===== src/rtl/mips_pkg.sv =====
// Shared fetch-stage types and constants: state encoding, NOP word, datapath width, PC stride.
package mips_pkg;

  localparam int          INSTR_W   = 32;
  localparam logic [31:0] PC_INC    = 32'd4;
  localparam logic [31:0] NOP_INSTR = 32'h0000_0000;

  typedef enum logic [1:0] {
    S_IDLE = 2'd0,
    S_REQ  = 2'd1,
    S_HOLD = 2'd2,
    S_KILL = 2'd3
  } fetch_state_e;

endpackage


===== src/rtl/if_fetch_stage_if.sv =====
// Instruction-memory req/ack bus: the fetch stage is master, the memory is slave.
interface if_fetch_stage_if;
  import mips_pkg::*;

  logic               imem_req;
  logic [INSTR_W-1:0] imem_addr;
  logic               imem_ack;
  logic [INSTR_W-1:0] imem_rdata;

  modport master (
    output imem_req,
    output imem_addr,
    input  imem_ack,
    input  imem_rdata
  );

  modport slave (
    input  imem_req,
    input  imem_addr,
    output imem_ack,
    output imem_rdata
  );

endinterface


===== src/rtl/if_pc_reg.sv =====
// Program counter: async reset, +4 increment, word-aligned redirect (wins over increment), else hold.
module if_pc_reg
  import mips_pkg::*;
#(
  parameter logic [31:0] RESET_PC = 32'h0000_0000
) (
  input  logic        clock,
  input  logic        reset,
  input  logic        inc_i,
  input  logic        redirect_i,
  input  logic [31:0] target_i,
  output logic [31:0] pc_o
);

  logic [31:0] pc_q;
  logic [31:0] pc_d;

  always_comb begin
    pc_d = pc_q;
    if (redirect_i) begin
      pc_d = target_i & ~32'd3;
    end else if (inc_i) begin
      pc_d = pc_q + PC_INC;
    end
  end

  always_ff @(posedge clock or posedge reset) begin
    if (reset) begin
      pc_q <= RESET_PC;
    end else begin
      pc_q <= pc_d;
    end
  end

  assign pc_o = pc_q;

endmodule


===== src/rtl/if_fetch_stage.sv =====
// Instruction-fetch stage: owns the PC, fetches over the imem req/ack bus, resolves stalls/flushes
// for an always-enabled IF/ID register. Define IF_FETCH_PERF_EN to add fetch/stall/flush counters.
module if_fetch_stage #(
  parameter logic [31:0] RESET_PC  = 32'h0000_0000,
  parameter logic [31:0] NOP_INSTR = 32'h0000_0000
) (
  input  logic                   clock,
  input  logic                   reset,
  input  logic                   stall_in,
  input  logic                   branch_taken,
  input  logic [31:0]            branch_target,
  if_fetch_stage_if.master       imem,
  output logic [31:0]            instruction_reg_out,
  output logic                   instr_valid,
  output logic [31:0]            pc_out
`ifdef IF_FETCH_PERF_EN
  ,
  output logic [31:0]            perf_fetch_cnt,
  output logic [31:0]            perf_stall_cnt,
  output logic [31:0]            perf_flush_cnt
`endif
);
  import mips_pkg::*;

  fetch_state_e state_q, state_d;
  logic [31:0]  kill_addr_q, kill_addr_d;
  logic [31:0]  instr_q, instr_d;
  logic         valid_q, valid_d;
  logic [31:0]  pc_out_q, pc_out_d;
  logic [31:0]  pc;
  logic         pc_inc;
  logic         req;

  if_pc_reg #(.RESET_PC(RESET_PC)) u_pc (
    .clock      (clock),
    .reset      (reset),
    .inc_i      (pc_inc),
    .redirect_i (branch_taken),
    .target_i   (branch_target),
    .pc_o       (pc)
  );

  always_comb begin
    state_d     = state_q;
    kill_addr_d = kill_addr_q;
    instr_d     = instr_q;
    valid_d     = valid_q;
    pc_out_d    = pc_out_q;
    pc_inc      = 1'b0;
    req         = 1'b0;

    case (state_q)
      S_IDLE: state_d = S_REQ;
      S_REQ: begin
        req = 1'b1;
        if (imem.imem_ack) begin
          instr_d  = imem.imem_rdata;
          valid_d  = 1'b1;
          pc_out_d = pc;
          pc_inc   = 1'b1;
          state_d  = stall_in ? S_HOLD : S_REQ;
        end else begin
          instr_d = NOP_INSTR;
          valid_d = 1'b0;
        end
      end
      S_HOLD: begin
        if (!stall_in) begin
          state_d = S_REQ;
        end
      end
      S_KILL: begin
        // Wrong-path request still in flight: keep bus stable and swallow its data.
        req     = 1'b1;
        instr_d = NOP_INSTR;
        valid_d = 1'b0;
        if (imem.imem_ack) begin
          state_d = S_REQ;
        end
      end
      default: state_d = S_IDLE;
    endcase

    // A redirect overrides everything above, including a stall or an arriving ack.
    if (branch_taken) begin
      instr_d  = NOP_INSTR;
      valid_d  = 1'b0;
      pc_out_d = pc_out_q;
      pc_inc   = 1'b0;
      case (state_q)
        S_REQ: begin
          if (!imem.imem_ack) begin
            state_d     = S_KILL;
            kill_addr_d = pc;
          end else begin
            state_d = S_REQ;
          end
        end
        S_KILL:  state_d = imem.imem_ack ? S_REQ : S_KILL;
        default: state_d = S_REQ;
      endcase
    end
  end

  always_ff @(posedge clock or posedge reset) begin
    if (reset) begin
      state_q     <= S_IDLE;
      kill_addr_q <= RESET_PC;
      instr_q     <= NOP_INSTR;
      valid_q     <= 1'b0;
      pc_out_q    <= RESET_PC;
    end else begin
      state_q     <= state_d;
      kill_addr_q <= kill_addr_d;
      instr_q     <= instr_d;
      valid_q     <= valid_d;
      pc_out_q    <= pc_out_d;
    end
  end

  assign imem.imem_req       = req;
  assign imem.imem_addr      = (state_q == S_KILL) ? kill_addr_q : pc;
  assign instruction_reg_out = instr_q;
  assign instr_valid         = valid_q;
  assign pc_out              = pc_out_q;

`ifdef IF_FETCH_PERF_EN
  logic [31:0] fetch_cnt_q, stall_cnt_q, flush_cnt_q;

  always_ff @(posedge clock or posedge reset) begin
    if (reset) begin
      fetch_cnt_q <= 32'd0;
      stall_cnt_q <= 32'd0;
      flush_cnt_q <= 32'd0;
    end else begin
      if (state_q == S_REQ && imem.imem_ack && !branch_taken) begin
        fetch_cnt_q <= fetch_cnt_q + 32'd1;
      end
      if (state_q == S_HOLD) begin
        stall_cnt_q <= stall_cnt_q + 32'd1;
      end
      if (branch_taken) begin
        flush_cnt_q <= flush_cnt_q + 32'd1;
      end
    end
  end

  assign perf_fetch_cnt = fetch_cnt_q;
  assign perf_stall_cnt = stall_cnt_q;
  assign perf_flush_cnt = flush_cnt_q;
`endif

endmodule


===== src/flat_wrapper.sv =====
// flat-port wrapper written by rule: the top's interface ports become plain ports
module if_fetch_stage_flat import mips_pkg::*;
#(
  parameter logic [31:0] RESET_PC  = 32'h0000_0000,
  parameter logic [31:0] NOP_INSTR = 32'h0000_0000
)
  (clock, reset, stall_in, branch_taken, branch_target, instruction_reg_out, instr_valid, pc_out, imem_imem_req, imem_imem_addr, imem_imem_ack, imem_imem_rdata);
  if_fetch_stage_if imem_i ();
  input  logic clock;
  input  logic reset;
  input  logic stall_in;
  input  logic branch_taken;
  input  logic [31:0] branch_target;
  output logic [31:0] instruction_reg_out;
  output logic instr_valid;
  output logic [31:0] pc_out;
  output wire logic [$bits(imem_i.imem_req)-1:0] imem_imem_req;
  output wire logic [$bits(imem_i.imem_addr)-1:0] imem_imem_addr;
  input wire logic [$bits(imem_i.imem_ack)-1:0] imem_imem_ack;
  input wire logic [$bits(imem_i.imem_rdata)-1:0] imem_imem_rdata;
  assign imem_imem_req = imem_i.imem_req;
  assign imem_imem_addr = imem_i.imem_addr;
  assign imem_i.imem_ack = imem_imem_ack;
  assign imem_i.imem_rdata = imem_imem_rdata;
  if_fetch_stage #(.RESET_PC(RESET_PC), .NOP_INSTR(NOP_INSTR)) u_core (.clock(clock), .reset(reset), .stall_in(stall_in), .branch_taken(branch_taken), .branch_target(branch_target), .imem(imem_i), .instruction_reg_out(instruction_reg_out), .instr_valid(instr_valid), .pc_out(pc_out));
endmodule

===== config.mk =====
export PLATFORM = sky130hd
export DESIGN_NAME = if_fetch_stage_flat
export DESIGN_NICKNAME = d
export VERILOG_FILES = /design/src/rtl/mips_pkg.sv /design/src/rtl/if_fetch_stage_if.sv /design/src/rtl/if_pc_reg.sv /design/src/rtl/if_fetch_stage.sv /design/src/flat_wrapper.sv
export SDC_FILE = /design/constraint.sdc
export NUM_CORES = 1
export LEC_CHECK = 0
export CAP_MARGIN = 20
export CORE_MARGIN = 4
export CORE_UTILIZATION = 34
export DETAILED_ROUTE_END_ITERATION = 8
export PLACE_DENSITY_LB_ADDON = 0.12
export RECOVER_POWER = 50
export SYNTH_ARGS = -nofsm -noshare
export SYNTH_HDL_FRONTEND = slang
export SYNTH_HIERARCHICAL = 1
export SYNTH_SLANG_ARGS = --single-unit

===== constraint.sdc =====
create_clock -name clock -period 4.19 [get_ports clock]
set_input_delay 0.838 -clock clock [delete_from_list [all_inputs] [get_ports clock]]
set_output_delay 0.838 -clock clock [all_outputs]
set_load 0.005 [all_outputs]

# == Word-level counts from Yosys, hierarchy flattened ==
# Index checks and enable logic that the tools add are counted.
# classes
bitwise,2
n_addsub,1
n_reduce_logical,7
mux,20
eq_ne,6
# op_table
operator,count
2-to-1 mux 32 bit,5
one-hot mux 32 bit (2 select lines),1
adder 32 x 3 -> 32 bit (second input constant),1
2-to-1 mux 2 bit,7
inequality test 3 bit (second input constant),3
AND reduction 3 bit,3
one-hot mux 2 bit (4 select lines),1
2-to-1 mux 1 bit,5
equality test 2 bit (second input constant),2
nonzero test 3 bit,1
equality test 2 x 1 -> 1 bit (second input constant),1
logical NOT 2 bit,1
NOT 1 bit,2
one-hot mux 1 bit (2 select lines),1
nonzero test 2 bit,1
OR reduction 2 bit,1
# totals
wordCells,42
ff_bits,131
inputBits,69

# == Longest topological paths before layout ==
# Gate-level depths: netlist of the first run.
# logic_depth
ltp_word,5
depth_mapped,11

# == Cells and area by module ==
# Netlist of the first run, hierarchy kept.
# modules_own_cells
mod,n_inst,area_per_inst_um2,seq_area_each_um2,cells_each
if_fetch_stage,1,4493.1,2477.4,333
if_pc_reg,1,1788.0,750.7,197

# == Worst setup path after synthesis of the first run ==
# Ideal clock, no wire load.
# synth_timing
kind,input to register
start,input imem_imem_ack
end,register u_core.u_pc.pc_q[20] (netlist: u_core/u_pc/pc_o[20])
setup_time_ns,0.069
cell_stages,10
path_slack_ns,1.495
path_buffers,4
t_arrival_ns,2.626
path_cell_list,nor2b_2 -> buf_6 -> and3_4 -> buf_6 -> buf_12 -> and4_2 -> nand4_4 -> buf_6 -> or4_1 -> nand3_1
# synth_via
elab_chain_len,4
# synth_rtl
item,line,source
from (decl),flat_wrapper.sv:19,input wire logic [$bits(imem_i.imem_ack)-1:0] imem_imem_ack;
2-to-1 mux 1 bit,if_fetch_stage.sv:56,if (imem.imem_ack) begin
2-to-1 mux 1 bit,if_fetch_stage.sv:52,case (state_q)
2-to-1 mux 1 bit,if_fetch_stage.sv:85,if (branch_taken) begin
net u_core.pc_inc,if_fetch_stage.sv:31,logic pc_inc;
nonzero test 2 bit (no source line),n/a,
to (signal assigned),if_pc_reg.sv:31,pc_q <= pc_d;
to (decl),if_pc_reg.sv:15,logic [31:0] pc_q;
# The timed path passes the listed nets, and every way through them passes these cells.
# A chain may end at the register's enable or synchronous reset.

# == Worst setup path in the final report of the first run ==
# layout_timing
start,input imem_imem_ack
end,register u_core.u_pc.pc_q[21] (netlist: u_core/u_pc/pc_o[21])
# layout_via
elab_chain_len,4
# layout_rtl
item,line
2-to-1 mux 1 bit,if_fetch_stage.sv:56
2-to-1 mux 1 bit,if_fetch_stage.sv:52
2-to-1 mux 1 bit,if_fetch_stage.sv:85
nonzero test 2 bit (no source line),n/a
# Every way passes these cells.

==> results of run 1 <==
## synthesized netlist by cell type, types with 5 or more instances
library cell / instances
a21oi_1: 32
a31oi_1: 11
buf_2: 6
buf_4: 5
buf_6: 6
clkbuf_1: 20
dfrtp_1: 129
mux2_2: 66
mux2_4: 29
nand2_1: 29
nand2b_1: 35
nand3_1: 45
nand4_1: 9
nor2_1: 14
o21ai_0: 18
o31ai_1: 6
or4_1: 9
xor2_1: 10
## worst max-delay path, cell delays in order
cell and delay (ns):
dlygate4sd3_1 0.67, nor2b_1 0.22, and3_4 0.38, and4_1 0.48, nand4_4 0.30, or4b_1 0.57
a31oi_1 0.18
## layout make-up
type / count / area, um^2 / share of cell area
clock buffers: 22 / 474 / 0.0556
clock inverters: 7 / 85.1 / 0.00998
inverters: 5 / 20.0 / 0.00235
multi-input cells: 357 / 2730 / 0.320
flip-flops and latches: 129 / 3230 / 0.379
well taps: 229 / 287 / 0.0336
repair buffers: 172 / 1700 / 0.199
## flip-flops by register name, indices dropped and copies added, names as in the netlist
| signal | flops |
|---|---|
| u_core/instr_valid | 1 |
| u_core/instruction_reg_out | 32 |
| u_core/kill_addr_q | 32 |
| u_core/pc_out | 32 |
| u_core/state_q | 2 |
| u_core/u_pc/pc_o | 30 |
## power by group through the flow
| stage | combinational (uW) | sequential, uW | clock (uW) |
|---|---|---|---|
| after floorplan | 490 | 1630 | 0 |
| after global placement | 995 | 1660 | 0 |
| after detailed placement | 1000 | 1670 | 0 |
| after CTS | 1010 | 1650 | 1470 |
| after global routing | 1050 | 1680 | 1530 |
| final | 966 | 1640 | 1430 |
## cell families (layout without fill, tap and decap cells)
| kind of cell | Yosys count | in the layout | share of synthesized area |
|---|---|---|---|
| AOI/OAI and AO/OA | 76 | 76 | 0.0693 |
| adders and majority gates | 1 | 1 | 0.00199 |
| and+or+nand+nor | 165 | 165 | 0.154 |
| other | 1 | 2 | 0.000597 |
| DFF | 129 | 129 | 0.514 |
| buffers and inverters | 45 | 206 | 0.0460 |
| xor gates and xnor gates | 13 | 13 | 0.0181 |
| muxes | 100 | 100 | 0.196 |
## routing by layer
layer / share of wire / vias up / GRT usage
li1: - / 2209 / -
met1: 0.46 / 2325 / 0.218
met2: 0.48 / 118 / 0.262
met3: 0.042 / 18 / 0.0476
met4: 0.016 / 0 / 0.0555
met5: 0 / - / 0
## worst max-delay path by stage
stage | to | slack (ns) | cells past startpoint
3_3_place_gp | u_core/u_pc/pc_o[29] | 0.58 | 7
5_1_grt | imem_imem_addr[12] | 0.74 | 3
2_1_floorplan | u_core/instr_valid | 0.76 | 1
4_1_cts | imem_imem_addr[14] | 0.77 | 3
6_report | u_core/u_pc/pc_o[21] | 0.85 | 7
3_5_place_dp | u_core/u_pc/pc_o[23] | 0.50 | 7
## metrics by stage
stage | utilization | hold slack, ns | total power [uW] | cell area (um^2)
3_5_place_dp | 0.443 | 0.480 | 2670 | 8020
5_1_grt | 0.471 | 0.506 | 4260 | 8520
4_1_cts | 0.474 | 0.493 | 4130 | 8580
3_3_place_gp | 0.443 | 0.465 | 2650 | 8020
6_report | 0.471 | 0.487 | 4030 | 8520
2_1_floorplan | - | 0.454 | 2120 | 6280
==> flow_metrics.py, run 1 <==
metrics = {
    "layout": {
        "fin_cells": 921,
        "antenna_cells": 0,
        "final_layout_size_suffix_gt1_frac": 0.186,
        "fillers": 1653,
        "layout_common_cells": "clkdlybuf4s50_1, dfrtp_1, mux2_2, nand3_1, nand2b_1",
        "mostFrequentLayoutCell": "clkdlybuf4s50_1",
        "synthToLayoutAreaGrowth_pct": 35.7,
        "nNetsFinal": 752,
    },
    "setup_path": {
        "start_kind": "input port",
        "cp.required_ns": 4.51,
        "reg2reg_from": "u_core/state_q[0]",
        "critical_path_class": "input port to flop",
        "worst_ep_arrival_time_ns": 3.66,
        "r2r_cells": 6,
        "critical_path.startpoint": "imem_imem_ack",
        "timing.rr.end": "u_core/u_pc/pc_o[21]",
        "r2r_setup_slack_ns": 1.23,
        "crit_fanout": 17,
        "worst_setup_path_end_kind": "flop",
    },
    "synth": {
        "async_reset_ff_frac": 1.00,
        "yosysWarnings": 6,
        "synth_cells": 530,
        "yosys.area.top_type": "dfrtp_1",
        "ys_seq_elements": 129,
        "synth_edf_count": 0,
        "avgSynthCellArea_um2": 11.9,
        "ys_types": 46,
        "synth_area_mm2": 0.00628,
        "yosysSeqAreaShare": 0.514,
        "synth_top_area_share": 0.514,
        "synth-main-ff-cell": "dfrtp_1",
        "ys_top_cells_by_area": "dfrtp_1, mux2_2, mux2_4",
    },
    "route": {
        "first_pass_iters": 4,
        "wirelength_um": 16400,
        "routed_via_density": 5.07,
        "route.detailed.drc": 0,
        "vias": 4670,
        "drtIter0Drc": 289,
        "ant_nets": 0,
        "wl_per_cell_um": 17.8,
    },
    "timing": {
        "worst_pin_slew_ns": 2.08,
        "fin_crit_ns": 3.34,
        "max_freq_mhz": 300,
        "clock_skew_ns": 0.00902,
        "slew_headroom": -0.396,
        "finalHoldViolCount": 0,
        "drv_slew": 111,
        "rsz0062_at_grt": "no",
        "setup_slack_ns": 0.855,
        "timing.setup.tns_ns": 0,
        "final-setup-viol-count": 0,
        "finalCritPeriodShare": 0.796,
    },
    "power_and_ir_drop": {
        "switchingPower_uw": 1000,
        "cellLeakagePower_uw": 0.00343,
        "p_sw_frac": 0.249,
        "combPwrFrac": 0.239,
        "clockPowerShare": 0.354,
        "pwr-share-seq": 0.406,
        "internal_power_uw": 3030,
        "vdd.ir_drop.worst_mv": 0.269,
        "powerDensity_mw_per_mm2": 473,
    },
    "place": {
        "place_congestion": 0.790,
        "io_buffers": 164,
        "place_ws_ns": 0.498,
        "hpwl_um": 11000,
        "numPlacedInstances": 892,
    },
    "floorplanning": {
        "row_count": 49,
        "ios": 167,
        "start_util": 0.347,
        "core_area_mm2": 0.0181,
        "die_w_um": 144,
        "dieArea_mm2": 0.0207,
        "die_h_um": 144,
    },
    "worst_hold_path": {
        "hold_depth": 1,
        "min_from": "u_core/kill_addr_q[22]",
        "hold_class": "flop to flop",
        "hold_end": "u_core/kill_addr_q[22]",
    },
    "clock_network": {
        "cts-resized-gates": 0,
        "htreeDepth": 4,
        "cts.sinks": 129,
        "clk_pin_slew_worst_paths_ns": 0.06,
        "cts_root_buffer": "clkbuf_16",
        "post_cts_buffers": 0,
        "cts_max_path_buffers": 2,
        "numCtsBuffers": 17,
        "cts_tree": "yes",
        "worstSkewPairLatency_ns": 0.41,
        "ctsHoldBuffers": 0,
    },
    "run_status": {
        "violations": "max-capacitance violations, max-slew violations",
        "status": "finished with violations",
    },
    "global_route": {
        "grtUsageTotal": 0.165,
        "grt_pass1_vias": 5019,
        "grt_remaining_overflow": 0,
        "grt_pass1_wl_um": 26800,
        "grt_max_degree": 74,
        "antenna_found_initial": 0,
    },
    "run": {
        "cap_viol_max_count": 3,
    },
}
Note: power is estimated with default switching activity, not from simulation.
==> inputs of run 2 (changes only) <==
clock period = 2.9 ns   (was 4.19 ns; I/O delays follow)
==> run 2 against run 1 <==
The run still ends with max-capacitance violations, max-slew violations left. Final cell count up 0.76%. Die area unchanged. Count of clock-buffer cells in the layout unchanged. Design area up 0.82%. Non-clock buffer count up 4. Critical path depth down 3. Combinational power up 48%. Register-to-register slack worse by 0.59 ns. Worst hold slack worse by 0.076 ns. Sequential share of layout area down 0.31 points. Critical endpoint is now imem_imem_addr[11]. Highest routed layer unchanged.
==> flow_metrics.py, run 2 (same netlist as run 1, synthesis figures left out) <==
metrics = {
    "run_status": {
        "status": "finished with violations",
        "violations": "max-capacitance violations, max-slew violations",
    },
    "setup_path": {
        "crit_fanout": 16,
        "path_buf_inv": 2,
        "cpPeakStageDelay_ns": 0.48,
        "path_cells": "nand2_2, buf_4, mux2_2, clkdlybuf4s50_1",
        "start_kind": "flop",
        "worst_ep_arrival_time_ns": 2.07,
        "cpMaxStageDelayCell": "clkdlybuf4s50_1",
        "cp.required_ns": 2.32,
        "crit_family": "buffers and inverters",
        "worst_setup_path_end_kind": "primary output",
        "critical_path_class": "flop to primary output",
    },
    "layout": {
        "fillers": 1659,
        "mostFrequentLayoutCell": "clkdlybuf4s50_1",
        "antenna_cells": 0,
        "final_layout_size_suffix_gt1_frac": 0.205,
        "final_core_utilization": 0.475,
        "synthToLayoutAreaGrowth_pct": 36.8,
        "layout_common_cells": "clkdlybuf4s50_1, dfrtp_1, mux2_2, nand3_1, nand2b_1",
        "nNetsFinal": 756,
    },
    "power_and_ir_drop": {
        "powerDensity_mw_per_mm2": 694,
        "cellLeakagePower_uw": 0.00347,
        "vdd.ir_drop.worst_mv": 0.401,
        "p_total_uw": 5970,
    },
    "clock_network": {
        "cts_max_path_buffers": 2,
        "cts.sinks": 129,
        "numCtsBuffers": 17,
        "clk_pin_slew_worst_paths_ns": 0.05,
        "cts_tree": "yes",
        "ctsHoldBuffers": 0,
        "cts-resized-gates": 0,
        "htreeDepth": 4,
        "worstSkewPairLatency_ns": 0.42,
        "cts_root_buffer": "clkbuf_16",
        "post_cts_buffers": 0,
    },
    "route": {
        "first_pass_iters": 4,
        "route.detailed.drc": 0,
        "wirelength_um": 16600,
        "ant_nets": 0,
        "vias": 4712,
        "drtIter0Drc": 265,
        "wl_per_cell_um": 17.8,
        "routed_via_density": 5.08,
    },
    "timing": {
        "timing.setup.tns_ns": 0,
        "finalHoldViolCount": 0,
        "setup_slack_ns": 0.252,
        "max_freq_mhz": 378,
        "slew_headroom": -0.134,
        "worst_pin_slew_ns": 1.70,
        "drv_slew": 66,
        "final-setup-viol-count": 0,
        "rsz0062_at_grt": "no",
        "finalCritPeriodShare": 0.913,
        "clock_skew_ns": 0.00817,
        "fin_crit_ns": 2.65,
    },
    "floorplanning": {
        "dieArea_mm2": 0.0207,
        "ios": 167,
        "row_count": 49,
        "core_area_mm2": 0.0181,
        "die_w_um": 144,
        "start_util": 0.347,
        "die_h_um": 144,
    },
    "global_route": {
        "grt_pass1_vias": 4940,
        "antenna_found_initial": 0,
        "grt_max_degree": 100,
        "grt_pass1_wl_um": 26900,
        "grt_remaining_overflow": 0,
        "grtUsageTotal": 0.165,
    },
    "worst_hold_path": {
        "hold_class": "input port to flop",
    },
    "place": {
        "place_congestion": 0.823,
        "io_buffers": 164,
        "hpwl_um": 11000,
        "place_ws_ns": 0.0807,
    },
    "run": {
        "cap_viol_max_count": 2,
    },
}
[run 2: cell count changes in the layout (fill, tap and decap cells not counted), sizes merged]
cell,change
buf,+3
clkdlybuf4s50,+2
dlygate4sd3,-2
bufinv,+1
clkbuf,+1
clkinv,+1
clkinvlp,+1
[run 2: power by group]
group          internal, uW  switching [uW]  leakage, uW
Combinational           967             465      0.00160
Clock                  1370             789     0.000288
Sequential             2140             240      0.00158
Total                  4470            1490      0.00347
[run 2: worst paths after layout]
path                                         from                endpoint  slack (ns)  cells past startpoint
min in group asynchronous                   reset        u_core/pc_out[1]        1.19                      3
setup reg to reg                u_core/state_q[1]       u_core/state_q[0]        0.64                      4
max in group asynchronous                   reset    u_core/u_pc/pc_o[31]        0.63                      3
hold / removal                       branch_taken       u_core/state_q[0]        0.41                      3
setup / recovery                u_core/state_q[0]      imem_imem_addr[11]        0.25                      4
hold reg to reg            u_core/kill_addr_q[22]  u_core/kill_addr_q[22]        0.49                      1
[run 2: routing by layer]
| layer | part of all wire | up-vias | GRT usage |
|---|---|---|---|
| met2 | 0.49 | 121 | 0.266 |
| met5 | 0 | - | 0 |
| met1 | 0.45 | 2361 | 0.217 |
| li1 | - | 2210 | - |
| met4 | 0.020 | 0 | 0.0545 |
| met3 | 0.044 | 20 | 0.0439 |
[run 2: worst min-delay path, stage by stage]
cell	delay, ns
buf_2	0.10
inv_2	0.05
nand3_1	0.06
[run 2: layout make-up]
cell class                 instances  area (um^2)  share of cell area
multi-input combinational        357         2750               0.320
clock inverter                    10          135              0.0157
inverter                           5         22.5             0.00262
sequential                       129         3230               0.376
clock buffer                      22          454              0.0529
tap                              229          287              0.0333
timing repair buffer             176         1710               0.199
[run 2: stage by stage]
step,instance area (um^2),instances,hold WS [ns]
6_report,8590,928,0.410
5_1_grt,8590,928,0.399
4_1_cts,8650,928,0.407
3_5_place_dp,8060,896,0.481
3_3_place_gp,8060,896,0.465
2_1_floorplan,6290,531,0.454
==> inputs of run 3 (changes only) <==
REMOVE_ABC_BUFFERS = 1   (was default)
TNS_END_PERCENT = 10   (was default)
==> run 3 against run 2 <==
Worst setup slack worse by 0.096 ns. Sequential share of layout area hardly changed. Design area is 0.10% higher. Wire length is 1.6% lower. The flow still finishes with violations (max-capacitance violations, max-slew violations). Sequential power hardly changed. Count of clock-buffer cells in the layout stayed put.
==> flow_metrics.py, run 3 (same netlist as run 1, synthesis figures left out) <==
metrics = {
    "setup_path": {
        "cp.required_ns": 2.32,
        "r2r_setup_slack_ns": 0.57,
        "cpPeakStageDelay_ns": 0.48,
        "timing.rr.end": "u_core/u_pc/pc_o[25]",
        "crit_family": "buffers and inverters",
        "critical_path.startpoint": "u_core/state_q[1]",
        "crit_cells": 4,
        "path_cells": "nand2_2, buf_4, mux2_2, clkdlybuf4s50_1",
        "reg2reg_from": "u_core/state_q[1]",
        "path_buf_inv": 2,
        "cpMaxStageDelayCell": "clkdlybuf4s50_1",
        "worst_ep_arrival_time_ns": 2.16,
        "critical_path_class": "flop to primary output",
        "crit_fanout": 20,
        "start_kind": "flop",
        "crit_end": "imem_imem_addr[25]",
        "worst_setup_path_end_kind": "primary output",
        "r2r_cells": 7,
    },
    "timing": {
        "setup_slack_ns": 0.156,
        "max_freq_mhz": 364,
        "rsz0062_at_grt": "no",
        "clock_skew_ns": 0.00627,
        "finalCritPeriodShare": 0.946,
        "slew_headroom": -0.149,
        "worst_pin_slew_ns": 1.72,
        "drv_slew": 107,
        "finalHoldViolCount": 0,
        "fin_crit_ns": 2.74,
        "final-setup-viol-count": 0,
    },
    "clock_network": {
        "ctsHoldBuffers": 0,
        "cts.sinks": 129,
        "numCtsBuffers": 17,
        "worstSkewPairLatency_ns": 0.41,
        "htreeDepth": 4,
        "post_cts_buffers": 0,
        "cts_root_buffer": "clkbuf_16",
        "clk_pin_slew_worst_paths_ns": 0.06,
        "cts_max_path_buffers": 2,
        "cts-resized-gates": 0,
        "cts_tree": "yes",
    },
    "place": {
        "io_buffers": 164,
        "numPlacedInstances": 900,
        "dpl_cell_area_mm2": 0.00809,
        "place_congestion": 0.812,
        "hpwl_um": 11200,
        "place_ws_ns": 0.0690,
    },
    "layout": {
        "layout_common_cells": "clkdlybuf4s50_1, dfrtp_1, mux2_2, nand3_1, nand2b_1",
        "nNetsFinal": 760,
        "multiInputGateArea_mm2": 0.00275,
        "seqCellArea_mm2": 0.00323,
        "synthToLayoutAreaGrowth_pct": 37.0,
        "fillers": 1648,
        "design_area_mm2": 0.00860,
        "fin_cells": 931,
        "final_core_utilization": 0.476,
        "antenna_cells": 0,
        "mostFrequentLayoutCell": "clkdlybuf4s50_1",
        "final_layout_size_suffix_gt1_frac": 0.202,
    },
    "power_and_ir_drop": {
        "cellLeakagePower_uw": 0.00349,
        "vdd.ir_drop.worst_mv": 0.400,
        "pwr-share-seq": 0.411,
        "combPwrFrac": 0.248,
        "internal_power_uw": 4310,
        "p_sw_frac": 0.253,
        "powerDensity_mw_per_mm2": 671,
        "switchingPower_uw": 1460,
        "clockPowerShare": 0.341,
        "p_total_uw": 5770,
    },
    "run": {
        "cap_viol_max_count": 3,
    },
    "global_route": {
        "grt_pass1_wl_um": 25500,
        "antenna_found_initial": 0,
        "grt_remaining_overflow": 0,
        "grt_max_degree": 71,
        "grt_pass1_vias": 4840,
        "grtUsageTotal": 0.157,
    },
    "floorplanning": {
        "die_h_um": 144,
        "row_count": 49,
        "ios": 167,
        "start_util": 0.347,
        "core_area_mm2": 0.0181,
        "dieArea_mm2": 0.0207,
        "die_w_um": 144,
    },
    "worst_hold_path": {
        "hold_class": "flop to flop",
        "hold_depth": 1,
    },
    "route": {
        "first_pass_iters": 5,
        "drtIter0Drc": 211,
        "wl_per_cell_um": 17.5,
        "ant_nets": 0,
        "route.detailed.drc": 0,
        "vias": 4723,
        "routed_via_density": 5.07,
        "wirelength_um": 16300,
    },
    "run_status": {
        "violations": "max-capacitance violations, max-slew violations",
        "status": "finished with violations",
    },
}
-- run 3: changes by cell type in the layout (fill, tap and decap cells not counted), sizes merged --
cell	delta
clkdlybuf4s50	-6
bufinv	-2
clkinvlp	+1
inv	+1
clkinv	-1
buf	+4
dlygate4sd3	+6
-- run 3: layer usage --
layer	vias up	routed length [um]	GRT usage
li1	2223	-	-
met1	2342	7580	0.213
met2	141	7360	0.244
met3	17	1130	0.0436
met4	0	234	0.0496
met5	-	0	0
-- run 3: worst min-delay path by stage --
stage / from / endpoint / slack, ns
after floorplan: u_core/kill_addr_q[22] / u_core/kill_addr_q[22] / 0.45
after global placement: u_core/kill_addr_q[22] / u_core/kill_addr_q[22] / 0.47
after detailed placement: u_core/kill_addr_q[22] / u_core/kill_addr_q[22] / 0.48
after CTS: branch_taken / u_core/state_q[0] / 0.48
after global routing: branch_taken / u_core/state_q[0] / 0.50
final: u_core/kill_addr_q[27] / u_core/kill_addr_q[27] / 0.48
-- run 3: worst register-to-register path, cell delays in order, from the launching register on --
cell and delay, ns:
dfrtp_1 0.46, nor2b_1 0.19, and3_1 0.27, and4_1 0.29, clkbuf_1 0.29, nand4_1 0.17
or4_1 0.42, a31oi_1 0.17
-- run 3: area by class of cell --
| cell class | count | area share |
|---|---|---|
| multi-input combinational | 357 | 0.320 |
| tap | 229 | 0.0333 |
| inverter | 5 | 0.00218 |
| clock inverter | 9 | 0.00989 |
| timing repair buffer | 180 | 0.205 |
| clock buffer | 22 | 0.0540 |
| sequential | 129 | 0.375 |
-- run 3: stage by stage --
stage	TNS (ns)	hold WS, ns
after global placement	0	0.465
after CTS	0	0.480
after floorplan	-45.36	0.454
after detailed placement	0	0.477
after global routing	0	0.503
final	0	0.483
-- run 3: power groups by stage --
| stage | Combinational, uW | Clock (uW) | Sequential (uW) |
|---|---|---|---|
| finish | 1430 | 1970 | 2370 |
| global route | 1540 | 2110 | 2420 |
| CTS | 1480 | 2040 | 2380 |
| detailed placement | 1460 | 0 | 2400 |
| global placement | 1450 | 0 | 2390 |
| floorplan | 657 | 0 | 2360 |
